## src/rtl/sobel_pkg.sv

```systemverilog
// Shared constants and helpers for the Sobel edge detector.
// Optional build macro SOBEL_MAG_PIX_EN is consumed by sobel_edge_detect.
package sobel_pkg;

  localparam int DW_DEF   = 8;
  localparam int PIPE_LAT = 3;

  function automatic int mw_of(input int dw);
    return dw + 32'sd3;
  endfunction

  function automatic int sat_max(input int dw);
    return int'((32'd1 << dw) - 32'd1);
  endfunction

  localparam int MW_DEF  = mw_of(DW_DEF);
  localparam int SAT_MAX = sat_max(DW_DEF);

endpackage

```

## src/rtl/sobel_absdiff.sv

```systemverilog
// Registered unsigned absolute difference |a-b|; larger minus smaller, so no
// signed arithmetic and no overflow.
module sobel_absdiff
  import sobel_pkg::*;
#(
  parameter int W = DW_DEF + 2
) (
  input  logic         clk,
  input  logic         rst,
  input  logic [W-1:0] a_i,
  input  logic [W-1:0] b_i,
  output logic [W-1:0] y_o
);

  logic [W-1:0] y_d;
  logic [W-1:0] y_q;

  always_comb begin
    y_d = {W{1'b0}};
    if (a_i > b_i) begin
      y_d = a_i - b_i;
    end else begin
      y_d = b_i - a_i;
    end
  end

  always_ff @(posedge clk) begin
    if (rst) begin
      y_q <= {W{1'b0}};
    end else begin
      y_q <= y_d;
    end
  end

  assign y_o = y_q;

endmodule

```

## src/rtl/sobel_edge_detect.sv

```systemverilog
// Three-stage Sobel |Gx|+|Gy| with thresholded edge flag and display pixel.
// Build macro SOBEL_MAG_PIX_EN: pix_out carries the saturated magnitude instead of the edge flag.
module sobel_edge_detect
  import sobel_pkg::*;
#(
  parameter int DW = DW_DEF,
  parameter int MW = mw_of(DW)
) (
  input  logic          clk,
  input  logic          rst,
  input  logic          in_valid,
  input  logic [DW-1:0] p11,
  input  logic [DW-1:0] p12,
  input  logic [DW-1:0] p13,
  input  logic [DW-1:0] p21,
  input  logic [DW-1:0] p22,
  input  logic [DW-1:0] p23,
  input  logic [DW-1:0] p31,
  input  logic [DW-1:0] p32,
  input  logic [DW-1:0] p33,
  input  logic [MW-1:0] threshold,
  output logic          out_valid,
  output logic          edge_out,
  output logic [MW-1:0] mag_out,
  output logic [DW-1:0] pix_out
);

  localparam int SW = DW + 2;

  // Weighted 1-2-1 column/row sum; the centre tap is doubled by a shift.
  function automatic logic [SW-1:0] wsum(input logic [DW-1:0] a,
                                         input logic [DW-1:0] b,
                                         input logic [DW-1:0] c);
    return {2'b00, a} + {1'b0, b, 1'b0} + {2'b00, c};
  endfunction

  logic [PIPE_LAT-1:0] valid_q;
  logic [SW-1:0] sxp_d, sxn_d, syp_d, syn_d;
  logic [SW-1:0] sxp_q, sxn_q, syp_q, syn_q;
  logic [SW-1:0] ax_q, ay_q;
  logic [MW-1:0] mag_d, mag_q;
  logic          edge_d, edge_q;
  logic [DW-1:0] pix_d, pix_q;

  always_comb begin
    sxp_d = wsum(p13, p23, p33);
    sxn_d = wsum(p11, p21, p31);
    syp_d = wsum(p31, p32, p33);
    syn_d = wsum(p11, p12, p13);
  end

  always_ff @(posedge clk) begin
    if (rst) begin
      valid_q <= {PIPE_LAT{1'b0}};
      sxp_q   <= {SW{1'b0}};
      sxn_q   <= {SW{1'b0}};
      syp_q   <= {SW{1'b0}};
      syn_q   <= {SW{1'b0}};
    end else begin
      valid_q <= {valid_q[PIPE_LAT-2:0], in_valid};
      sxp_q   <= sxp_d;
      sxn_q   <= sxn_d;
      syp_q   <= syp_d;
      syn_q   <= syn_d;
    end
  end

  sobel_absdiff #(.W(SW)) u_ax (
    .clk (clk),
    .rst (rst),
    .a_i (sxp_q),
    .b_i (sxn_q),
    .y_o (ax_q)
  );

  sobel_absdiff #(.W(SW)) u_ay (
    .clk (clk),
    .rst (rst),
    .a_i (syp_q),
    .b_i (syn_q),
    .y_o (ay_q)
  );

  // Threshold is used live here, so a change applies to the very next result.
  always_comb begin
    mag_d  = MW'(ax_q) + MW'(ay_q);
    edge_d = (mag_d > threshold);
`ifdef SOBEL_MAG_PIX_EN
    if (mag_d > MW'(sat_max(DW))) begin
      pix_d = DW'(sat_max(DW));
    end else begin
      pix_d = mag_d[DW-1:0];
    end
`else
    if (edge_d) begin
      pix_d = DW'(sat_max(DW));
    end else begin
      pix_d = {DW{1'b0}};
    end
`endif
  end

  always_ff @(posedge clk) begin
    if (rst) begin
      mag_q  <= {MW{1'b0}};
      edge_q <= 1'b0;
      pix_q  <= {DW{1'b0}};
    end else begin
      mag_q  <= mag_d;
      edge_q <= edge_d;
      pix_q  <= pix_d;
    end
  end

  assign out_valid = valid_q[PIPE_LAT-1];
  assign edge_out  = edge_q;
  assign mag_out   = mag_q;
  assign pix_out   = pix_q;

endmodule

```

## config.mk

```make
export PLATFORM = sky130hd
export DESIGN_NAME = sobel_edge_detect
export DESIGN_NICKNAME = d
export VERILOG_FILES = /design/src/rtl/sobel_pkg.sv /design/src/rtl/sobel_absdiff.sv /design/src/rtl/sobel_edge_detect.sv
export SDC_FILE = /design/constraint.sdc
export NUM_CORES = 1
export LEC_CHECK = 0
export BUFFER_PORTS_ARGS = -buffer_cell sky130_fd_sc_hd__buf_2
export CAP_MARGIN = 10
export CORE_UTILIZATION = 60
export DETAILED_ROUTE_END_ITERATION = 8
export PLACE_DENSITY_LB_ADDON = 0.25
export RECOVER_POWER = 100
export SLEW_MARGIN = 30
export SYNTH_ARGS = -nofsm -noshare
export SYNTH_HDL_FRONTEND = slang
export SYNTH_SLANG_ARGS = --single-unit
```

## constraint.sdc

```tcl
create_clock -name clk -period 6.8 [get_ports clk]
set_clock_uncertainty 0.15 [all_clocks]
set_input_delay 0.68 -clock clk [delete_from_list [all_inputs] [get_ports clk]]
set_output_delay 0.68 -clock clk [all_outputs]
set_load 0.02 [all_outputs]
```

==> flow_summary.yaml, run 1 <==
run_status:
  status: "complete, but fails checks"
  violations: "capacitance limit, slew limit"
critical_path:
  r2r_slack_ns: 3.35
  crit_chain: "buf_2 > clkbuf_1 > o21bai_1 > o31ai_1"
  cp.arrival_ns: 4.06
  critPathMaxFanout: 97
  worst_setup_path_start_kind: "primary input"
  worstSetupPathType: "primary input to register"
  cp.required_ns: 6.74
  cpMaxStageDelayCell: "clkbuf_1"
  cp-end-kind: "register"
  critPathBufInv: 2
  crit_family: "buffers and inverters"
  cpPeakStageDelay_ns: 2.81
pwr:
  p_per_area_mw_per_mm2: 332.4
  p_total_w: 0.002312
  max-vdd-ir-drop_v: 0.0001591
  leakage_nw: 3.283
placement:
  pre_cts_ws_ns: 3.367
  port_buffers: 98
  dpl_cell_area_mm2: 0.006803
  dp_hpwl_um: 11710
  routabilityCongestion: 0.8793
floorplan:
  rows: 36
  initial_core_util_pct: 63.05
  die_w_um: 104.3
  ios: 107
  die-area_mm2: 0.01087
  core_area_mm2: 0.009955
  chipHeight_um: 104.3
sta:
  tns_ns: 0
  fin_crit_ns: 4.121
  finalWorstSetupSlack_ns: 2.679
  period_share_pct: 60.60
  max-slew-margin-rel_pct: -169.0
  finalHoldViolations: 0
  grt_setup_unrepaired: "no"
  worst_pin_slew_ns: 4.034
  setup_viol: 0
  clock.fmax_ghz: 0.2427
  timing.final.max_slew_violations: 98
yosys:
  synthesis.nets: 931
  synth-main-ff-cell: "dfxtp_1"
  ys_types: 45
  ys_ff_latch: 75
  ys_seq_area_share_pct: 23.92
  synthCells: 713
  ys_warn_count: 0
  synth-edff-count: 0
  synth-async-reset-ratio_pct: 0
  syn_area_mm2: 0.006276
  syn_area_per_cell_um2: 8.802
detailed_routing:
  via_per_inst: 5.443
  drt_wl_total_um: 14180
  route.antenna.remaining_nets: 0
  dr.pass1.iters: 6
  drt-initial-drc-count: 251
  wire_per_inst_um: 15.13
  drc: 0
  num_vias: 5100
final_layout:
  nNetsFinal: 1017
  antenna_cells: 0
  drive_gt1_share_pct: 13.81
  fin_util_pct: 69.87
  area_delta_synth_final_pct: 10.83
  final_area_mm2: 0.006955
grt:
  gr-total-overflow: 0
  grt_pass1_vias: 5080
  grt.total_usage_pct: 27.27
  grt_max_degree: 98
  antenna_found_initial: 0
  grt_pass1_wl_um: 23470
clock_network:
  cts.clk_slew.worst_paths_ns: 0.08
  numCtsBuffers: 9
  cts_tree: "done"
  cts_setup_buffers: 0
  clkSinkCount: 75
  cts_resized: 0
  htreeDepth: 3
  cts_max_path_buffers: 2
  cts_root_buf: "clkbuf_8"
  clock_latency_ns: 0.35
  cts_hold_buf: 0
run:
  drv_cap: 1
hold_path:
  hold_path_class: "register to register"
## cells by family after synthesis
family / count (synthesis) / synth area share, %
AO/OA/AOI/OAI: 127 / 12.86
buffers and inverters: 104 / 7.037
AND/OR/NAND/NOR: 222 / 16.81
flip-flops: 75 / 23.92
multiplexers: 39 / 6.679
XOR/XNOR: 14 / 1.954
adder cells (fa/ha/maj): 132 / 30.74
## flip-flops by register name, indices dropped and copies added (netlist names)
register  cells
u_ax.y_o     10
sxn_q        10
syp_q        10
u_ay.y_o     10
sxp_q        10
syn_q        10
pix_out       1
mag_out      11
valid_q       3
## report_power, final
group	total [W]	internal [W]	switching [W]	leakage [nW]
combinational	0.00139	0.000618	0.000771	2.57
sequential	0.000614	0.000558	0.0000569	0.624
clock	0.000309	0.000144	0.000166	0.0859
## worst register-to-register path, stage by stage, from the launching register on
cell and delay, ns:
dfxtp_1 0.33, ha_1 0.17, inv_1 0.06, fa_1 0.41, nor2b_1 0.15, o21ai_1 0.09
a21boi_0 0.31, o21a_1 0.26, o21a_1 0.16, nor2_1 0.06, ha_1 0.29, a21o_1 0.16
a21o_1 0.17, a21oi_1 0.15, nor2b_1 0.07, o21ai_0 0.20, a31oi_1 0.14
## cell usage after synthesis (2+ instances only)
cell type | number | area [µm²]
nand2_1 | 27 | 101.4
nand3_1 | 2 | 10.01
a31oi_1 | 3 | 18.77
o31ai_1 | 2 | 15.01
xnor2_1 | 9 | 78.83
o21ai_0 | 35 | 175.2
a21boi_0 | 5 | 37.54
dfxtp_1 | 75 | 1501
o41ai_1 | 3 | 26.28
clkbuf_1 | 8 | 30.03
inv_1 | 79 | 296.5
nor2_1 | 93 | 349.1
or3_1 | 3 | 18.77
xor2_1 | 5 | 43.79
o211ai_1 | 2 | 15.01
buf_1 | 3 | 11.26
buf_4 | 11 | 82.58
fa_1 | 37 | 740.7
ha_1 | 95 | 1189
mux2_1 | 9 | 101.4
o31a_1 | 4 | 35.03
mux2_2 | 14 | 157.7
and2_1 | 3 | 18.77
nand4_1 | 4 | 25.02
nand2b_1 | 7 | 43.79
o21ai_1 | 4 | 20.02
mux2i_1 | 16 | 160.2
a21o_1 | 6 | 45.04
o21bai_1 | 2 | 15.01
o21a_1 | 18 | 135.1
nor3_1 | 27 | 135.1
nor2b_1 | 53 | 331.6
a2111oi_0 | 4 | 35.03
a21oi_1 | 34 | 170.2
## metrics by stage
step	hold slack, ns	std cells
4_1_cts	0.2892	937
6_report	0.2879	937
5_1_grt	0.3306	937
3_3_place_gp	0.2756	921
2_1_floorplan	0.2638	713
3_5_place_dp	0.2704	921
## cells in the final DEF, fill, tap and decap left out, types with 4 or more instances in the layout
master | synthesis | final
a2111oi_0 | 4 | 4
xor2_1 | 5 | 5
clkbuf_8 | 0 | 10
mux2_1 | 9 | 9
nor2_1 | 93 | 93
a21o_1 | 6 | 6
nand2b_1 | 7 | 7
xnor2_1 | 9 | 9
ha_1 | 95 | 95
inv_1 | 79 | 79
mux2i_1 | 16 | 16
o21ai_0 | 35 | 35
nor3_1 | 27 | 27
mux2_2 | 14 | 14
clkbuf_1 | 8 | 23
a21oi_1 | 34 | 34
nand4_1 | 4 | 4
nor2b_1 | 53 | 53
o31a_1 | 4 | 4
fa_1 | 37 | 37
o21a_1 | 18 | 18
dfxtp_1 | 75 | 75
nand2_1 | 27 | 27
buf_2 | 1 | 77
a21boi_0 | 5 | 5
## cell type report
type	instances	area (µm²)
Fill cell	802	2999
Clock buffer	11	141.4
Clock inverter	5	37.54
Inverter	79	296.5
Timing Repair Buffer	100	475.5
Multi-Input combinational cell	534	4337
Tap cell	133	166.4
Sequential cell	75	1501
## path summary, 6_finish.rpt
kind                    start          end  cells after the start
setup / recovery          rst  mag_out[10]                      4
hold / removal     valid_q[0]   valid_q[1]                      1
setup reg to reg  u_ax.y_o[0]   pix_out[6]                     16
hold reg to reg    valid_q[0]   valid_q[1]                      1
## routing by layer
| layer | share of wire (%) | wire [µm] | track usage (%) |
|---|---|---|---|
| met2 | 49 | 6879 | 48.82 |
| met5 | 0 | 0 | 0 |
| met1 | 45 | 6385 | 33.28 |
| met4 | 1.3 | 187 | 7.551 |
| met3 | 5.1 | 727 | 4.950 |
Power figures use the tool's default switching activity.
==> run 2: changes to the inputs <==
CORE_UTILIZATION = 58   (was 60)
clock period = 3.8 ns   (was 6.8 ns; I/O delays follow)
==> run 2 against run 1 <==
The run still ends with capacitance limit, slew limit left. Via count down 0.57%. Total power increased by 84%. Global-route usage decreased by 0.85 points. Die area is 3.4% higher. Non-clock buffer count increased by 1. Worst setup slack got worse by 2.2 ns. Combinational power is 77% higher. Sequential power is 78% higher. Critical path type is now register to register. Largest power group unchanged.
==> flow_summary.yaml, run 2 (synthesis gave the netlist of run 1 again) <==
detailed_routing:
  route.antenna.remaining_nets: 0
  dr.pass1.iters: 5
  drt_wl_total_um: 14130
  num_vias: 5071
  wire_per_inst_um: 15.04
  via_per_inst: 5.395
  drt-initial-drc-count: 225
  drc: 0
final_layout:
  num-fill-cells: 901
  most-common-layout-cells: "ha_1, nor2_1, inv_1, dfxtp_1, buf_2"
  fin_util_pct: 67.18
  drive_gt1_share_pct: 12.94
  largest_reg_flops: 11
  final_common_cell: "ha_1"
  nNetsFinal: 1018
  antenna_cells: 0
  area_delta_synth_final_pct: 11.50
floorplan:
  initial_core_util_pct: 60.25
  core_area_mm2: 0.01042
  die-area_mm2: 0.01124
  ios: 107
  die_w_um: 106.0
  chipHeight_um: 106.0
  rows: 37
clock_network:
  htreeDepth: 3
  cts_resized: 0
  cts_root_buf: "clkbuf_8"
  clock_latency_ns: 0.35
  cts_setup_buffers: 0
  cts_hold_buf: 0
  cts_max_path_buffers: 2
  cts_tree: "done"
  clkSinkCount: 75
  cts.clk_slew.worst_paths_ns: 0.08
  numCtsBuffers: 9
hold_path:
  hold_path_class: "primary input to register"
sta:
  finalWorstSetupSlack_ns: 0.4353
  timing.final.max_slew_violations: 48
  clock.fmax_ghz: 0.2972
  max-slew-margin-rel_pct: -33.28
  tns_ns: 0
  fin_crit_ns: 3.365
  period_share_pct: 88.55
  finalHoldViolations: 0
  worst_pin_slew_ns: 1.999
  setup_viol: 0
  grt_setup_unrepaired: "no"
critical_path:
  cp-end-kind: "register"
  r2r_slack_ns: 0.44
  cp.arrival_ns: 3.44
  worst_setup_path_start_kind: "register"
  critPathMaxFanout: 9
  cp.required_ns: 3.88
  worstSetupPathType: "register to register"
pwr:
  max-vdd-ir-drop_v: 0.0002757
  p_per_area_mw_per_mm2: 607.5
  leakage_nw: 3.305
placement:
  pre_cts_ws_ns: 0.6101
  routabilityCongestion: 0.9365
  port_buffers: 98
  dp_hpwl_um: 11730
grt:
  grt_pass1_wl_um: 23120
  grt_max_degree: 52
  antenna_found_initial: 0
  grt_pass1_vias: 5088
  grt.total_usage_pct: 26.42
  gr-total-overflow: 0
run:
  drv_cap: 1
run_status:
  status: "complete, but fails checks"
  violations: "capacitance limit, slew limit"
-- run 2: cell count changes in the layout (fill, tap and decap cells not counted), moves of 2 or more --
cell / previous run / this run
mux2_1: 9 / 11
clkinvlp_4: 2 / 0
mux2_2: 14 / 12
o21ai_0: 35 / 38
o21ai_1: 3 / 1
bufinv_16: 0 / 2
buf_2: 77 / 73
clkbuf_1: 23 / 26
-- run 2: layout make-up --
cell class                 instances  area, µm²  area share [%]
multi-input combinational        534       4329           61.86
sequential                        75       1501           21.46
timing repair buffer             101      475.5           6.794
inverter                          79      296.5           4.237
tap                              136      170.2           2.432
clock buffer                      11      151.4           2.163
clock inverter                     4      73.82           1.055
-- run 2: final timing paths --
| path | start | to | cells after the start |
|---|---|---|---|
| worst max-delay path | sxp_q[0] | u_ax.y_o[2] | 10 |
| worst min-delay path | in_valid | valid_q[0] | 2 |
| worst max register to register | sxp_q[0] | u_ax.y_o[2] | 10 |
| worst min register to register | valid_q[1] | valid_q[2] | 1 |
-- run 2: power breakdown --
group	internal, W	switching, W	leakage, nW
logic	0.00109	0.00137	2.57
registers	0.000997	0.0000925	0.624
clock network	0.000402	0.000296	0.115
-- run 2: metal layers --
layer	wire length (µm)	vias up	part of all wire [%]	global-route usage [%]
li1	-	2547	-	-
met3	726	32	5.1	4.660
met5	0	-	0	0
met4	398	0	2.8	10.62
met2	6736	153	48	47.01
met1	6272	2339	44	31.43
-- run 2: metrics by stage --
stage | area, µm² | hold slack (ns) | total power, W | std cells
4_1_cts | 7052 | 0.09683 | 0.004286 | 940
3_3_place_gp | 6827 | 0.2785 | 0.003471 | 925
2_1_floorplan | 6276 | 0.2638 | 0.003004 | 713
3_5_place_dp | 6827 | 0.3065 | 0.003573 | 925
5_1_grt | 6998 | 0.09078 | 0.004620 | 940
6_report | 6998 | 0.1040 | 0.004251 | 940
-- run 2: worst max-delay path, cell delays in order, from the launching register on --
cell and delay (ns):
dfxtp_1 0.35, inv_1 0.05, ha_1 0.21, fa_1 0.39, nand2b_2 0.20, a21oi_1 0.21
o21ai_0 0.18, o31ai_1 0.26, clkbuf_1 0.56, mux2i_1 0.30, mux2_1 0.38
